===== src/rtl/serial_to_parallel_rx_if.sv =====
// Serial link receive interface.
// Bundles the 1-bit serial input with the deserialized byte outputs.
//   data_in      serial bit, MSB of each symbol first (driven by the link source)
//   data_out     last received data byte
//   valid_out    data_out holds a valid data byte
//   idle_out     last symbol while active was a comma or idle character
//   active       link locked and aligned
//   byte_strobe  1-cycle pulse on each symbol boundary while active
// master: the side that drives the serial stream and consumes the bytes.
// slave:  the receiver.
interface serial_to_parallel_rx_if #(
  parameter int WIDTH = 8
) ();
  logic             data_in;
  logic [WIDTH-1:0] data_out;
  logic             valid_out;
  logic             idle_out;
  logic             active;
  logic             byte_strobe;

  modport master (
    output data_in,
    input  data_out, valid_out, idle_out, active, byte_strobe
  );

  modport slave (
    input  data_in,
    output data_out, valid_out, idle_out, active, byte_strobe
  );
endinterface


===== src/rtl/serial_to_parallel_rx.sv =====
// Serial-to-parallel receiver.
// Shifts in a 1-bit MSB-first stream on clk_32f, aligns to the comma character,
// declares the link active after LOCK_COUNT consecutive aligned commas, then
// delivers data bytes (valid_out) and flags idle/comma symbols (idle_out).
// Ports:
//   clk_32f  bit clock, one serial bit per rising edge
//   reset    synchronous, active-low (0 = reset)
//   link     serial_to_parallel_rx_if slave modport (data_in in; data_out,
//            valid_out, idle_out, active, byte_strobe out)
module serial_to_parallel_rx #(
  parameter int             WIDTH      = 8,
  parameter logic [WIDTH-1:0] COMMA    = 8'hBC,
  parameter logic [WIDTH-1:0] IDLE_CODE = 8'h7C,
  parameter int             LOCK_COUNT = 4
) (
  input  logic                  clk_32f,
  input  logic                  reset,
  serial_to_parallel_rx_if.slave link
);

  localparam int CNT_W = (WIDTH > 1) ? $clog2(WIDTH) : 1;
  localparam int CC_W  = $clog2(LOCK_COUNT + 1);

  typedef enum logic [1:0] {
    SEARCH = 2'd0,
    COUNT  = 2'd1,
    ACTIVE = 2'd2
  } state_t;

  state_t           state_q, state_d;
  logic [WIDTH-1:0] sr_q, sr_d;
  logic [CNT_W-1:0] bit_cnt_q, bit_cnt_d;
  logic [CC_W-1:0]  comma_cnt_q, comma_cnt_d;
  logic [WIDTH-1:0] data_q, data_d;
  logic             vld_q, vld_d;
  logic             idl_q, idl_d;
  logic             act_q, act_d;
  logic             stb_q, stb_d;

  // Symbol completing at this edge: the shift register plus the incoming bit.
  logic [WIDTH-1:0] win;
  logic             boundary;

  assign win      = {sr_q[WIDTH-2:0], link.data_in};
  assign boundary = (bit_cnt_q == CNT_W'(WIDTH - 1));

  // Next-state and output decode.
  always_comb begin
    state_d     = state_q;
    sr_d        = win;
    bit_cnt_d   = boundary ? '0 : bit_cnt_q + CNT_W'(1);
    comma_cnt_d = comma_cnt_q;
    data_d      = data_q;
    vld_d       = vld_q;
    idl_d       = idl_q;
    act_d       = act_q;
    stb_d       = 1'b0;

    case (state_q)
      SEARCH: begin
        // Bit-level hunt: the comma fixes the phase, so the next edge is bit 0.
        if (win == COMMA) begin
          bit_cnt_d   = '0;
          comma_cnt_d = CC_W'(1);
          if (LOCK_COUNT == 1) begin
            state_d = ACTIVE;
            act_d   = 1'b1;
            idl_d   = 1'b1;
          end else begin
            state_d = COUNT;
          end
        end
      end

      COUNT: begin
        if (boundary) begin
          if (win == COMMA) begin
            if (comma_cnt_q == CC_W'(LOCK_COUNT - 1)) begin
              comma_cnt_d = CC_W'(LOCK_COUNT);
              state_d     = ACTIVE;
              act_d       = 1'b1;
              // The locking comma is reported as an idle symbol.
              idl_d       = 1'b1;
            end else begin
              comma_cnt_d = comma_cnt_q + CC_W'(1);
            end
          end else begin
            comma_cnt_d = '0;
            state_d     = SEARCH;
          end
        end
      end

      ACTIVE: begin
        // Alignment is frozen; commas straddling boundaries are never seen.
        if (boundary) begin
          stb_d = 1'b1;
          if ((win == COMMA) || (win == IDLE_CODE)) begin
            vld_d = 1'b0;
            idl_d = 1'b1;
          end else begin
            data_d = win;
            vld_d  = 1'b1;
            idl_d  = 1'b0;
          end
        end
      end

      default: begin
        state_d = SEARCH;
      end
    endcase
  end

  // Register stage: everything visible the cycle after the sampling edge.
  always_ff @(posedge clk_32f) begin
    if (!reset) begin
      state_q     <= SEARCH;
      sr_q        <= '0;
      bit_cnt_q   <= '0;
      comma_cnt_q <= '0;
      data_q      <= '0;
      vld_q       <= 1'b0;
      idl_q       <= 1'b0;
      act_q       <= 1'b0;
      stb_q       <= 1'b0;
    end else begin
      state_q     <= state_d;
      sr_q        <= sr_d;
      bit_cnt_q   <= bit_cnt_d;
      comma_cnt_q <= comma_cnt_d;
      data_q      <= data_d;
      vld_q       <= vld_d;
      idl_q       <= idl_d;
      act_q       <= act_d;
      stb_q       <= stb_d;
    end
  end

  assign link.data_out    = data_q;
  assign link.valid_out   = vld_q;
  assign link.idle_out    = idl_q;
  assign link.active      = act_q;
  assign link.byte_strobe = stb_q;

endmodule


===== src/flat_wrapper.sv =====
// flat-port wrapper written by rule: the top's interface ports become plain ports
module serial_to_parallel_rx_flat 
#(
  parameter int             WIDTH      = 8,
  parameter logic [WIDTH-1:0] COMMA    = 8'hBC,
  parameter logic [WIDTH-1:0] IDLE_CODE = 8'h7C,
  parameter int             LOCK_COUNT = 4
)
  (clk_32f, reset, link_data_in, link_data_out, link_valid_out, link_idle_out, link_active, link_byte_strobe);
  serial_to_parallel_rx_if #(.WIDTH(WIDTH)) link_i ();
  input  logic clk_32f;
  input  logic reset;
  input wire logic [$bits(link_i.data_in)-1:0] link_data_in;
  output wire logic [$bits(link_i.data_out)-1:0] link_data_out;
  output wire logic [$bits(link_i.valid_out)-1:0] link_valid_out;
  output wire logic [$bits(link_i.idle_out)-1:0] link_idle_out;
  output wire logic [$bits(link_i.active)-1:0] link_active;
  output wire logic [$bits(link_i.byte_strobe)-1:0] link_byte_strobe;
  assign link_i.data_in = link_data_in;
  assign link_data_out = link_i.data_out;
  assign link_valid_out = link_i.valid_out;
  assign link_idle_out = link_i.idle_out;
  assign link_active = link_i.active;
  assign link_byte_strobe = link_i.byte_strobe;
  serial_to_parallel_rx #(.WIDTH(WIDTH), .COMMA(COMMA), .IDLE_CODE(IDLE_CODE), .LOCK_COUNT(LOCK_COUNT)) u_core (.clk_32f(clk_32f), .reset(reset), .link(link_i));
endmodule

===== config.mk =====
export PLATFORM = sky130hd
export DESIGN_NAME = serial_to_parallel_rx_flat
export DESIGN_NICKNAME = d
export VERILOG_FILES = /design/src/rtl/serial_to_parallel_rx_if.sv /design/src/rtl/serial_to_parallel_rx.sv /design/src/flat_wrapper.sv
export SDC_FILE = /design/constraint.sdc
export NUM_CORES = 1
export LEC_CHECK = 0
export ABC_AREA = 1
export CAP_MARGIN = 20
export CORE_ASPECT_RATIO = 2
export CORE_UTILIZATION = 47
export CTS_CLUSTER_SIZE = 24
export DETAILED_ROUTE_END_ITERATION = 10
export PLACE_DENSITY = 0.69
export SYNTH_ARGS = -nofsm -noshare
export SYNTH_HDL_FRONTEND = slang
export SYNTH_SLANG_ARGS = --single-unit

===== constraint.sdc =====
create_clock -name clk_32f -period 2.27 [get_ports clk_32f]
set_clock_uncertainty 0.2 [all_clocks]
set_input_delay 0.3405 -clock clk_32f [delete_from_list [all_inputs] [get_ports clk_32f]]
set_output_delay 0.3405 -clock clk_32f [all_outputs]
set_load 0.005 [all_outputs]

# After elaboration in Yosys (flattened, before gate mapping)
# Index checks and enable logic that the tools add are counted.
# word_totals
word_cells,57
output_inout_bits,12
input_bits,3
reg_bits,27
# classes
n_addsub,2
bitwise_logic,2
mux,21
n_eq_ne,12
n_reduce_logical,11
# ops
cell,n
3-bit two-way mux,7
2-bit by 1-bit inequality test with 1-bit output (second input constant),5
8-bit by 7-bit == test with 1-bit output (second input constant),1
8-bit == test (second input constant),1
2-bit two-way mux,4
4-bit AND reduction,2
1-bit two-way mux,7
3-bit by 1-bit adder with 3-bit output (second input constant),2
2-bit one-hot mux with 3 select lines,1
3-bit one-hot mux with 2 select lines,1
3-bit AND reduction,2
5-bit AND reduction,1
2-bit AND reduction,2
2-bit nonzero test,2
3-bit by 2-bit == test with 1-bit output (second input constant),1
3-bit == test (second input constant),1
3-bit by 2-bit inequality test with 1-bit output (second input constant),1
2-bit by 1-bit == test with 1-bit output (second input constant),1
2-bit == test (second input constant),1
2-bit logical NOT,1
1-bit inverter,2
1-bit one-hot mux with 2 select lines,1
1-bit logical OR,1

# Depth between registers and ports, before layout
# Gate-level depths: netlist of the first run.
# depth
word_depth,5
mapped_depth,10
ltp_nobuf,10

# Worst setup path before layout of the first run
# OpenSTA, ideal clock, no wires.
# synth_path
path_kind,register -> register
start,register u_core.state_q[1]
end,"register u_core.idl_q, in the netlist u_core.link.idle_out"
setup_time_ns,0.116
required_ns,1.954
n_path_buf,0
setup_slack_ns,0.743
stages_incl_launch_ff,9
synth_period_minus_slack_ns,1.527
arrival_ns,1.212
cell_sequence,dfxtp_1 inv_1 ha_1 inv_1 nor2_1 nor3_1 nand2_1 o21ai_0 nor2_1
# synth_between
elab_chain_len,3
elab_cells_between_ends,9
cone_classes,6 x eq/ne; 1 x mux; 2 x reduce/logical
# synth_rtl
element,line_no,text
start: declaration,serial_to_parallel_rx.sv:30,"state_t state_q, state_d;"
start signal: assignment,serial_to_parallel_rx.sv:128,state_q <= state_d;
2-bit == test or 2-bit by 1-bit == test with 1-bit output (tied branches),serial_to_parallel_rx.sv:59,case (state_q)
2-bit by 1-bit inequality test with 1-bit output (no line) or 2-bit nonzero test (tied branches),--,
5-bit AND reduction (no line),--,
end signal: assignment,serial_to_parallel_rx.sv:134,idl_q <= idl_d;
end: declaration,serial_to_parallel_rx.sv:36,"logic idl_q, idl_d;"
# Several ways; a longest one is shown, not always the timed one.
# A chain may end at the register's enable or synchronous reset.

# Final worst setup path of the first run
# Ends and elaborated chain as after synthesis.

==> key figures, run 1 <==
Placed design
  • Instance area at placement: around 1400 sq um
  • Setup WS pre-CTS: ~360 ps
  • Total placed cells including tap cells: about 200
  • IO buf count: 14
  • Dpl hpwl: approximately 1800 um
  • RD Place Congestion: about 0.83

Clock network
  • Worst skew pair latency: 270 ps
  • TritonCTS sink count: 27
  • Clock Pin Slew Worst Setup and Hold Paths: around 80 ps
  • CTS max path bufs: 2
  • H-tree lvl count: 1
  • CTS Hold Bufs: 0
  • CTS Buf Count: 3
  • Setup Fix Bufs, Post-CTS: 0
  • CTS Root Cell: clkbuf_8
  • PostCTS Resize Cnt: 0
  • CTS tree: yes

STA
  • Final Slew Violations: 0
  • RSZ-0062 raised after global routing: no
  • Fmax: ~0.57 GHz
  • Rel. slew slack: 0.760
  • Fin. Hold Viols: 0
  • Slew @ Worst Pin: ~360 ps
  • Setup TNS: 0 ps
  • Setup violations, final: 0
  • Fin crit period: approximately 1800 ps
  • Crit share post-route: 0.779
  • Setup ws final: between 500 and 600 ps

Worst hold path
  • Hold crit path type: reg -> reg
  • Worst hold start: u_core.bit_cnt_q[0]
  • WHS Path Cells: 1
  • Hold endpoint: u_core.bit_cnt_q[0]

Yosys
  • Compound-Gate Fraction of Synth Area: 0.0734
  • Synth unique cells: 20
  • Mux contribution to synthesized area: 0
  • Mean Syn Cell Area: slightly below 8 sq um
  • Syn_nets: about 170
  • Post-Synth Adder-Cell Area: 0.0917
  • Top-area cell type share of the netlist area: 0.440
  • Post-synthesis xor/xnor area fraction: 0
  • Synth warn: 0
  • Mapped cell area: between 1000 and 1500 sq um
  • Most frequent cell after synthesis: nor2_1
  • Synth area leaders: dfxtp_1 44%, nor2_1 10%, ha_1 9.2%, nand2_1 8.3%, inv_1 7.6%
  • Flops & latches, synth: 27
  • Fraction of registers with async set/reset: 0
  • Top post-synthesis cells by count: 34 x nor2_1, 27 x dfxtp_1, 27 x nand2_1
  • Largest family of logic cells by synthesized area: simple AND/OR/NAND/NOR gates
  • Ys flop type: dfxtp_1
  • Post-synthesis cell count: roughly 160
  • Seq/Total Area, Yosys: 0.440
  • Synth Area in Simple Gates: 0.303
  • Area leader, netlist: dfxtp_1
  • Post-synth EDFFs: 0

Global routing
  • Most Crowded Layer GR: met2
  • Pin count of the biggest net entering global routing: 19
  • Total gr overflow: 0
  • Total GRT Usage: 0.181
  • Number of global-route vias before repair: 972
  • Initial antenna violation count: 0
  • First-pass GRT wire length: around 3700 um
  • Met1 GRT Util: 0.154
  • Grt met2 use: 0.367
  • Grt met3 use: 0.0179

Critical path
  • Critical Path End Type: register
  • Crit path DAT: around 1700 ps
  • Worst flop-to-flop path endpoint: u_core.link.idle_out
  • Reg2reg start: u_core.state_q[1]
  • Critical path type: reg -> reg
  • R2R setup slack: about 500 ps
  • CP Launch Type: register
  • CP required: 2240 ps
  • FF-to-FF path depth: 8
  • CP max FO: 5

Finish
  • N_diodes: 0
  • Layout net count: ~190
  • Fillcell total: 228
  • Design area: around 1400 sq um
  • Layout Cells excl Fill: ~200
  • Share of layout cells above drive strength 1: 0.102
  • Area grow syn2layout: 17.6%

Die
  • Die Ht: about 74 um
  • Number of I/O pins: 15
  • Core area: between 2000 and 2500 sq um
  • Initial Util: 0.510
  • Die area: 2830 sq um
  • Die width: ~38 um
  • Row cnt: 25

Drt
  • Vias/cell: 4.78
  • Vias: 971
  • Routed Antenna Nets: 0
  • Drt drc: 0
  • Iteration-0 DRC Markers: 15
  • Total wire length: ~2200 um
  • Avg WL per Cell: approximately 11 um
  • Pre-antenna DRT Iters: 4

Power and ir drop
  • VDD IR-drop max: 0.425 mV
  • P_leak: ~0.00068 uW
  • Pwr per Cell Area: 536 nW/um^2

Run
  • # Max-Cap Violations: 0

Status
  • Status: completed
cells in the final DEF, fill, tap and decap left out, drive strengths merged:
cell type      instances
a21oi                  3
a31oi                  1
buf                    1
clkbuf                 4
clkdlybuf4s50         14
clkinv                 1
dfxtp                 27
ha                     9
inv                   26
nand2                 34
nand3                  3
nor2                  37
nor3                   2
nor3b                  1
o21ai                 13
through the flow:
step / utilization / power [uW] / hold slack (ps)
6_report: 0.599 / 774 / 236
5_1_grt: 0.599 / 814 / 243
3_5_place_dp: 0.581 / 526 / 222
2_1_floorplan: - / 515 / 208
3_3_place_gp: 0.581 / 524 / 218
4_1_cts: 0.599 / 785 / 238
how the worst max path moves through the flow:
stage                                  from                       to  slack [ps]  cells past startpoint
after detailed placement       link_data_in      u_core.bit_cnt_q[1]         360                      7
after CTS                 u_core.state_q[1]     u_core.link.idle_out         520                      8
after floorplan           u_core.state_q[1]     u_core.link.idle_out         740                      8
after global placement         link_data_in  u_core.link.data_out[5]         390                      9
after global routing      u_core.state_q[1]     u_core.link.idle_out         300                      8
final                     u_core.state_q[1]     u_core.link.idle_out         500                      8
cell families (layout without fill, tap and decap cells):
logic type                 count (synthesis)  after routing
AOI/OAI and AO/OA                         17             17
buffers and inverters                     29             46
and+or+nand+nor                           77             77
DFF                                       27             27
adders and majority gates                  9              9
per-layer routing:
layer | vias to the layer above | share of wire
li1 | 515 | -
met1 | 439 | 0.38
met2 | 12 | 0.58
met3 | 5 | 0.017
met4 | 0 | 0.021
met5 | - | 0
area by class of cell:
class | instances | area, sq um | share of cell area
Multi-Input combinational cell | 103 | 574 | 0.398
Sequential cell | 27 | 541 | 0.374
Timing Repair Buffer | 15 | 148 | 0.102
Inverter | 27 | 103 | 0.0711
Clock buffer | 4 | 45.0 | 0.0312
Tap cell | 27 | 33.8 | 0.0234
critical path, cell delays in order, from the launching register on:
cell and delay, ps:
dfxtp_1 360, inv_1 80, ha_1 250, inv_1 120, nor2_1 60, nor3_1 280, nand2_1 70, o21ai_0 180
nor2_1 50
report_power, final:
| part | internal (uW) | switching [uW] |
|---|---|---|
| clock network | 126 | 135 |
| registers | 481 | 4.41 |
| logic | 12.5 | 15.9 |
flip-flops by register name, summed over array words and instances (netlist names):
register	count
u_core.link.valid_out	1
u_core.link.byte_strobe	1
u_core.state_q	2
u_core.bit_cnt_q	3
u_core.comma_cnt_q	3
u_core.link.data_out	8
u_core.link.idle_out	1
u_core.link.active	1
u_core.sr_q	7
Power figures use the tool's default switching activity.
==> run 2: changes to the inputs <==
--- a/config.mk
+++ b/config.mk
@@ -11,7 +11,7 @@
 export CORE_UTILIZATION = 47
 export CTS_CLUSTER_SIZE = 24
 export DETAILED_ROUTE_END_ITERATION = 10
-export PLACE_DENSITY = 0.69
+export PLACE_DENSITY = 0.72
 export SYNTH_ARGS = -nofsm -noshare
 export SYNTH_HDL_FRONTEND = slang
 export SYNTH_SLANG_ARGS = --single-unit
==> constraint.sdc (replaced) <==
create_clock -name clk_32f -period 1.6 [get_ports clk_32f]
set_clock_uncertainty 0.2 [all_clocks]
set_input_delay 0.24 -clock clk_32f [delete_from_list [all_inputs] [get_ports clk_32f]]
set_output_delay 0.24 -clock clk_32f [all_outputs]
set_load 0.005 [all_outputs]
==> run 2 against run 1 <==
Cell area rose by 15%. Sequential share of layout area down 4.4 points. Maximum frequency increased by 12%. Highest routed layer unchanged.
==> key figures, run 2 (synthesized netlist as in run 1, its figures left out) <==
Placed design
  • Setup WS pre-CTS: -213 ps (-573 ps)
  • Dpl hpwl: 1850 um (+5.1%)
  • Instance area at placement: 1500 sq um (+7.5%)
  • IO buf count: 14 (unchanged)
  • RD Place Congestion: 0.836 (about the same)

STA
  • Slew @ Worst Pin: 203 ps (-152 ps)
  • Setup ws final: 17.2 ps (-484 ps)
  • Setup TNS: 0 ps (unchanged)
  • Setup violations, final: 0 (unchanged)
  • Fin crit period: 1580 ps (-186 ps)
  • Rel. slew slack: 0.863 (+0.103)
  • Fin. Hold Viols: 0 (unchanged)
  • Fmax: 0.632 GHz (+12%)
  • RSZ-0062 raised after global routing: yes
  • Crit share post-route: 0.989 (+0.210)
  • Final Slew Violations: 0 (unchanged)

Die
  • Initial Util: 0.510 (unchanged)
  • Die width: 38.1 um (unchanged)
  • Core area: 2410 sq um (unchanged)
  • Die area: 2830 sq um (unchanged)
  • Row cnt: 25 (unchanged)
  • Die Ht: 74.3 um (unchanged)
  • Number of I/O pins: 15 (unchanged)

Worst hold path
  • Hold crit path type: reg -> reg

Finish
  • Share of layout cells above drive strength 1: 0.305 (+0.203)
  • Fillcell total: 191 (-16%)
  • Area grow syn2layout: 35.8%
  • Design area: 1670 sq um (+15%)
  • Commonest non-fill, non-tap cell in the layout: nor2_1
  • Largest register FFs: 8 (unchanged)
  • Layout net count: 203 (+7.4%)
  • Most frequent cells in the layout: 32 x nor2_1, 27 x nand2_1, 20 x inv_1
  • N_diodes: 0 (unchanged)

Power and ir drop
  • P_leak: 0.000758 uW (+12%)
  • VDD IR-drop max: 0.569 mV (+34%)
  • Pwr per Cell Area: 669 nW/um^2 (+25%)

Drt
  • Routed Antenna Nets: 0 (unchanged)
  • Drt drc: 0 (unchanged)
  • Avg WL per Cell: 11.1 um (+4.3%)
  • Vias/cell: 4.94 (+3.3%)
  • Pre-antenna DRT Iters: 4 (unchanged)
  • Total wire length: 2400 um (+11%)
  • Iteration-0 DRC Markers: 28 (+13)
  • Vias: 1,072 (+10%)

Clock network
  • Worst skew pair latency: 270 ps (about the same)
  • CTS Hold Bufs: 0 (unchanged)
  • CTS max path bufs: 2 (unchanged)
  • TritonCTS sink count: 27 (unchanged)
  • CTS Buf Count: 3 (unchanged)
  • H-tree lvl count: 1 (unchanged)
  • Setup Fix Bufs, Post-CTS: 0 (unchanged)
  • CTS tree: yes
  • CTS Root Cell: clkbuf_8
  • Clock Pin Slew Worst Setup and Hold Paths: 80 ps (about the same)

Global routing
  • Initial antenna violation count: 0 (unchanged)
  • First-pass GRT wire length: 3860 um (+4.3%)
  • Pin count of the biggest net entering global routing: 18 (-1)
  • Total GRT Usage: 0.191 (+0.0106)
  • Number of global-route vias before repair: 970 (-0.21%)
  • Total gr overflow: 0 (unchanged)

Critical path
  • Crit path DAT: 1540 ps (-200 ps)
  • Critical path type: reg -> reg
  • CP max FO: 3 (-2)
  • Critical Path End Type: register
  • CP Launch Type: register
  • CP required: 1550 ps (-690 ps)

Status
  • Status: completed

Run
  • # Max-Cap Violations: 0 (unchanged)
-- run 2: layout make-up --
| class | count | area (sq um) | area share |
|---|---|---|---|
| timing repair buffer | 29 | 255 | 0.153 |
| clock buffer | 4 | 45.0 | 0.0270 |
| inverter | 27 | 106 | 0.0638 |
| multi-input combinational | 103 | 676 | 0.405 |
| sequential | 27 | 551 | 0.330 |
| tap | 27 | 33.8 | 0.0203 |
-- run 2: timing repair --
action	4_1_cts	5_1_grt
pin swaps	2	6
gates resized for setup	11	25
setup endpoints to repair	14	13
-- run 2: layer usage --
metal,vias to the layer above,track usage,share of wire
met4,0,0.123,0.037
met2,27,0.371,0.59
met1,493,0.171,0.35
met5,-,0,0
met3,10,0.0179,0.025
li1,542,-,-
-- run 2: stage by stage --
stage	power (uW)	utilization	hold slack, ps	instances
after global placement	749	0.624	214	213
after detailed placement	753	0.624	225	213
final	1110	0.692	244	217
after CTS	1130	0.658	217	217
after floorplan	730	-	133	159
after global routing	1170	0.692	262	217
-- run 2: worst paths after layout --
kind / from / endpoint / slack (ps) / depth (start not counted)
min reg2reg: u_core.sr_q[2] / u_core.sr_q[3] / 240 / 2
max reg2reg: u_core.state_q[0] / u_core.link.idle_out / 20 / 8
min: u_core.sr_q[2] / u_core.sr_q[3] / 240 / 2
max: u_core.state_q[0] / u_core.link.idle_out / 20 / 8
-- run 2: worst max-delay path, stage by stage, from the launching register on --
cell	delay, ps
dfxtp_2	360
inv_2	60
ha_2	200
inv_2	70
o21ai_2	60
nor3_2	230
nand2_1	70
o21ai_1	140
nor2_1	80
-- run 2: power breakdown --
group / internal, uW / switching, uW
Sequential: 683 / 9.74
Clock: 178 / 190
Combinational: 26.9 / 27.0
